<file path="src/rtl/jt51_pkg.sv">
`default_nettype none
// ============================================================================
// Module   : jt51_pkg
// Brief    : Shared slot/channel constants, group encodings and config type.
// Revision : 1.0
// ============================================================================
package jt51_pkg;

  localparam int SLOTS    = 32;
  localparam int CHANNELS = 8;

  typedef enum logic [1:0] {
    GRP_M1 = 2'd0,
    GRP_C1 = 2'd1,
    GRP_M2 = 2'd2,
    GRP_C2 = 2'd3
  } grp_e;

  typedef struct packed {
    logic [1:0] rl;
    logic [2:0] con;
  } chcfg_t;

  // Power-up routing sends every channel to both outputs
  localparam chcfg_t c_CFG_RST = '{rl: 2'b11, con: 3'd0};

endpackage
`default_nettype wire

</file>
<file path="src/rtl/jt51_sh.sv">
`default_nettype none
// ============================================================================
// Module   : jt51_sh
// Brief    : Generic cen-qualified shift delay line; STAGES=0 is a wire.
// Revision : 1.0
// ============================================================================
module jt51_sh #(
  parameter int WIDTH  = 5,
  parameter int STAGES = 2
) (
  input  logic             clk,
  input  logic             rst,
  input  logic             cen,
  input  logic [WIDTH-1:0] din,
  output logic [WIDTH-1:0] dout
);

  generate
    if (STAGES == 0) begin : g_pass
      logic unused_ctl;
      assign unused_ctl = ^{clk, rst, cen};
      assign dout = din;
    end else begin : g_shift
      logic [WIDTH-1:0] sh_q [STAGES];

      always_ff @(posedge clk) begin
        if (rst) begin
          for (int i = 0; i < STAGES; i++) sh_q[i] <= '0;
        end else if (cen) begin
          sh_q[0] <= din;
          for (int i = 1; i < STAGES; i++) sh_q[i] <= sh_q[i-1];
        end
      end

      assign dout = sh_q[STAGES-1];
    end
  endgenerate

endmodule
`default_nettype wire

</file>
<file path="src/rtl/jt51_slotseq.sv">
`default_nettype none
// ============================================================================
// Module   : jt51_slotseq
// Brief    : Operator slot sequencer with per-channel routing/algorithm table.
// Revision : 1.0
// ============================================================================
module jt51_slotseq
  import jt51_pkg::*;
#(
  parameter int ACC_DLY = 2
) (
  input  logic       clk,
  input  logic       rst,
  input  logic       cen,
  input  logic       halt,
  input  logic       restart,
  input  logic       cfg_we,
  input  logic [2:0] cfg_ch,
  input  logic [1:0] cfg_rl,
  input  logic [2:0] cfg_con,
  output logic [4:0] slot,
  output logic       m1_enters,
  output logic       c1_enters,
  output logic       m2_enters,
  output logic       c2_enters,
  output logic       op31_acc,
  output logic       sample,
  output logic [1:0] rl_I,
  output logic [2:0] con_I
);

  logic [4:0] slot_d, slot_q;
  logic       adv_d;
  logic       grp_first_d;
  grp_e       grp_d;
  logic       m1_d, c1_d, m2_d, c2_d, op31_d, sample_d;
  logic       m1_q, c1_q, m2_q, c2_q, op31_q, sample_q;
  chcfg_t     rd_d, rd_q;
  chcfg_t     tab_q [CHANNELS];
  logic [4:0] acc_w;

  always_comb begin
    slot_d = slot_q;
    adv_d  = 1'b0;
    if (restart) begin
      slot_d = 5'd0;
      adv_d  = 1'b1;
    end else if (!halt) begin
      slot_d = slot_q + 5'd1;
      adv_d  = 1'b1;
    end
    grp_d       = grp_e'(slot_d[4:3]);
    grp_first_d = adv_d && (slot_d[2:0] == 3'd0);
    m1_d        = grp_first_d && (grp_d == GRP_M1);
    c1_d        = grp_first_d && (grp_d == GRP_C1);
    m2_d        = grp_first_d && (grp_d == GRP_M2);
    c2_d        = grp_first_d && (grp_d == GRP_C2);
    op31_d      = adv_d && (slot_d == 5'(SLOTS - 1));
    sample_d    = adv_d && (slot_d == 5'd0);
    // Read sees the pre-write table, so a same-edge write returns old data
    rd_d        = tab_q[slot_d[2:0]];
  end

  always_ff @(posedge clk) begin
    if (rst) begin
      slot_q   <= 5'(SLOTS - 1);
      m1_q     <= 1'b0;
      c1_q     <= 1'b0;
      m2_q     <= 1'b0;
      c2_q     <= 1'b0;
      op31_q   <= 1'b0;
      sample_q <= 1'b0;
      rd_q     <= '0;
      for (int i = 0; i < CHANNELS; i++) tab_q[i] <= c_CFG_RST;
    end else if (cen) begin
      slot_q   <= slot_d;
      m1_q     <= m1_d;
      c1_q     <= c1_d;
      m2_q     <= m2_d;
      c2_q     <= c2_d;
      op31_q   <= op31_d;
      sample_q <= sample_d;
      rd_q     <= rd_d;
      if (cfg_we) tab_q[cfg_ch] <= '{rl: cfg_rl, con: cfg_con};
    end
  end

  jt51_sh #(
    .WIDTH  (5),
    .STAGES (ACC_DLY)
  ) u_acc_sh (
    .clk  (clk),
    .rst  (rst),
    .cen  (cen),
    .din  (rd_q),
    .dout (acc_w)
  );

  assign slot      = slot_q;
  assign m1_enters = m1_q;
  assign c1_enters = c1_q;
  assign m2_enters = m2_q;
  assign c2_enters = c2_q;
  assign op31_acc  = op31_q;
  assign sample    = sample_q;
  assign rl_I      = acc_w[4:3];
  assign con_I     = acc_w[2:0];

endmodule
`default_nettype wire

</file>
<file path="config.mk">
export PLATFORM = sky130hd
export DESIGN_NAME = jt51_slotseq
export DESIGN_NICKNAME = d
export VERILOG_FILES = /design/src/rtl/jt51_pkg.sv /design/src/rtl/jt51_sh.sv /design/src/rtl/jt51_slotseq.sv
export SDC_FILE = /design/constraint.sdc
export NUM_CORES = 1
export LEC_CHECK = 0
export CAP_MARGIN = 40
export CORE_MARGIN = 5
export CORE_UTILIZATION = 45
export CTS_CLUSTER_SIZE = 16
export DETAILED_ROUTE_END_ITERATION = 12
export DONT_BUFFER_PORTS = 1
export HOLD_SLACK_MARGIN = 0.12
export PLACE_DENSITY = 0.67
export SYNTH_ARGS = -nofsm -noshare
export SYNTH_HDL_FRONTEND = slang
export SYNTH_SLANG_ARGS = --single-unit
export TNS_END_PERCENT = 30
</file>
<file path="constraint.sdc">
create_clock -name clk -period 2.7 [get_ports clk]
set_clock_uncertainty 0.2 [all_clocks]
set_input_delay 0.135 -clock clk [delete_from_list [all_inputs] [get_ports clk]]
set_output_delay 0.135 -clock clk [all_outputs]
set_load 0.02 [all_outputs]
</file>
==> flow_metrics.tcl <==
set metrics [dict create \
    fin_setup_tns_ps 0 \
    cts_buffers 9 \
    cts_root_buf "clkbuf_8" \
    setup.worst_path.start_class "primary input" \
    nFillCells 589 \
    antenna-diode-count 0 \
    start_util_pct 45.5 \
    setup_viol 0 \
    cts_sinks 66 \
    synth_area_sq_mm 0.00304 \
    vias 1943 \
    final_cells 356 \
    slew_violations 0 \
    outcome "finished clean" \
    cap_violations 0 \
    drc 0 \
    die_height_um 92.2 \
    grt_start_max_net_pins 14 \
    fin_crit_ps 2550 \
    pwr_density_cell_mw_per_mm2 633 \
    h-tree-depth 3 \
    synth_seq_area_share_pct 59.9 \
    yosysUniqueCellTypes 42 \
    dieArea_sq_mm 0.00850 \
    p_leak_nw 1.23 \
    place_ws_ps 458 \
    area_delta_synth_final_pct 13.5 \
    yosysWarnings 0 \
    fin_util_pct 51.6 \
    dp_cells 323 \
    ir_drop_v 0.000380 \
    wire_per_inst_um 16.7 \
    crit_buf_inv 3 \
    ios 30 \
    r2r_end "rd_q[3]" \
    syn_nets 267 \
    die-width_um 92.2 \
    yosys-top-cells-area "edfxtp_1 (49%), dfxtp_1 (11%), and2_1 (7.2%)" \
    setup_ws_ps 148 \
    port_buffers 0 \
    hold_ws_ps 128 \
    hold_viol_final 0 \
    postSynthCellCount 252 \
    slew-limit-headroom_pct 61.2 \
    drt-vias-per-instance 5.46 \
    min-delay-path-class "in2reg" \
    cp.arrival_ps 2440 \
    max_freq_mhz 392 \
    yosys.area.top_type "edfxtp_1" \
    clk_path_buf_depth 2 \
    ys_ff_latch 66 \
    final_cell_area_sq_mm 0.00345 \
    place_area_sq_mm 0.00309 \
    critPathMaxFanout 5 \
    min_from "cen" \
    cp_slowest_cell "dlygate4sd3_1" \
    antenna_found_initial 0 \
    path_delay_family "buffers and inverters" \
    cts_setup_buffers 0 \
    layout-drive-gt1-share_pct 13.8 \
    crit_required_ps 2590 \
    gp_congestion 0.773 \
    path_class "in2reg" \
    ant_nets 0 \
    r2r_slack_ps 450 \
    crit_path_end_kind "register" \
    nNetsFinal 288 \
    hold_depth 2 \
    dp_hpwl_mm 4.10 \
    clock_latency_ps 340 \
    worst_pin_slew_ps 580 \
    cp_cell_sequence "dlygate4sd3_1 -> nand2b_1 -> dlygate4sd3_1 -> or3_1 -> dlygate4sd3_1" \
    dr.pass1.iters 4 \
    wl_mm 5.93 \
    p_total_mw 2.18 \
    synth_top_area_share_pct 49.4 \
    worstRegToRegCells 7 \
    final_common_cell "edfxtp_1" \
    rows 30 \
    synth.avg_cell_area_sq_um 12.1 \
    grt_pass1_vias 1959 \
    min_period_over_period_pct 94.5 \
    rr_startpoint "slot[0]" \
    cpMostUsedCell "dlygate4sd3_1" \
    rsz0062_at_grt "no" \
    first_iter_violations 92 \
    grt_pass1_wl_mm 9.59 \
    hold-path-endpoint "u_acc_sh.g_shift.sh_q[0][2]" \
    grtUsageTotal_pct 15.1 \
    clkTransAtPathRegs_ps 70 \
    grt-ovfl-total 0 \
    core_area_sq_mm 0.00668 \
    slowest_delay_ps 630 \
    cts_tree "done" \
    final_cell_mix "edfxtp_1 (50), and2_1 (35), dlygate4sd3_1 (19), nand2_1 (18), nor2_1 (18)" \
]
-- worst reg2reg max path: stages, from the launching register on --
cell and delay [ps]:
dfxtp_1 310, ha_1 280, or2b_4 300, a21oi_2 140, buf_4 220, mux4_2 510, nand2_1 80, nand3_1 80
-- synthesized netlist by cell type --
library cell,n
edfxtp_1,50
and2_1,35
nand2_1,18
nor2_1,18
a21oi_1,16
dfxtp_1,16
or3_1,13
or2_2,8
nand2b_1,7
buf_4,6
o21ai_0,6
clkbuf_1,5
mux4_2,5
nand3_1,5
o211ai_1,5
nor2b_1,4
a211o_1,2
a21o_1,2
buf_6,2
inv_1,2
mux2_1,2
mux2_4,2
nand4b_1,2
nor3_1,2
xor2_1,2
a21oi_2,1
a22o_1,1
a31oi_1,1
a32o_1,1
and2b_1,1
buf_2,1
ha_1,1
mux2_2,1
mux2i_1,1
nand4_1,1
nor2_2,1
nor3_2,1
nor4_1,1
o22a_1,1
or2b_4,1
xnor2_1,1
xor2_2,1
-- report_power, final --
group          switching (mW)  internal, mW  total, mW
sequential             0.0442          1.16       1.20
clock                   0.341         0.415      0.756
combinational           0.127         0.102      0.228
total                   0.512          1.67       2.18
-- repair_timing --
item                                   4_1_cts  5_1_grt
endpoints found under the hold margin      106        0
hold buffers                                19        0
resized for setup                            0        0
-- metal layers --
layer  vias to the layer above  track usage (%)  share of wire, %
met5                         -                0                 0
met4                         0             5.94              0.61
met3                         4             5.74               7.7
met2                        65             24.9                49
met1                       934             17.7                42
li1                        940                -                 -
-- cell type report --
class / instances / area, sq um / area share (%)
flip-flops and latches: 66 / 1820 / 52.8
well taps: 80 / 100 / 2.90
repair buffers: 24 / 228 / 6.60
clock inverters: 3 / 42.5 / 1.23
multi-input cells: 170 / 1120 / 32.4
clock buffers: 11 / 131 / 3.81
inverters: 2 / 7.51 / 0.218
-- worst max-delay path by stage --
stage,to,slack [ps],depth (start not counted),startpoint
6_report,tab_q[3][3],150,5,cfg_ch[1]
5_1_grt,tab_q[3][3],80,5,cfg_ch[1]
4_1_cts,tab_q[3][3],260,5,cfg_ch[1]
3_5_place_dp,rd_q[0],460,7,slot[1]
3_3_place_gp,rd_q[3],510,7,slot[0]
2_1_floorplan,rd_q[1],430,7,slot[1]
-- state kept, by name (all words and copies together), names as in the netlist --
| signal | cells |
|---|---|
| tab_q | 40 |
| u_acc_sh.g_shift.sh_q | 10 |
| rd_q | 5 |
| slot | 5 |
| c1_enters | 1 |
| c2_enters | 1 |
| m1_enters | 1 |
| m2_enters | 1 |
| op31_acc | 1 |
| sample | 1 |
-- kinds of logic after synthesis --
logic type | Yosys count | synth area share [%]
buffers and inverters | 16 | 3.25
AOI/OAI and AO/OA | 36 | 7.33
and+or+nand+nor | 118 | 21.5
DFF | 66 | 59.9
xor gates and xnor gates | 4 | 1.40
muxes | 11 | 6.13
adders and majority gates | 1 | 0.412
Power figures use the tool's default switching activity.
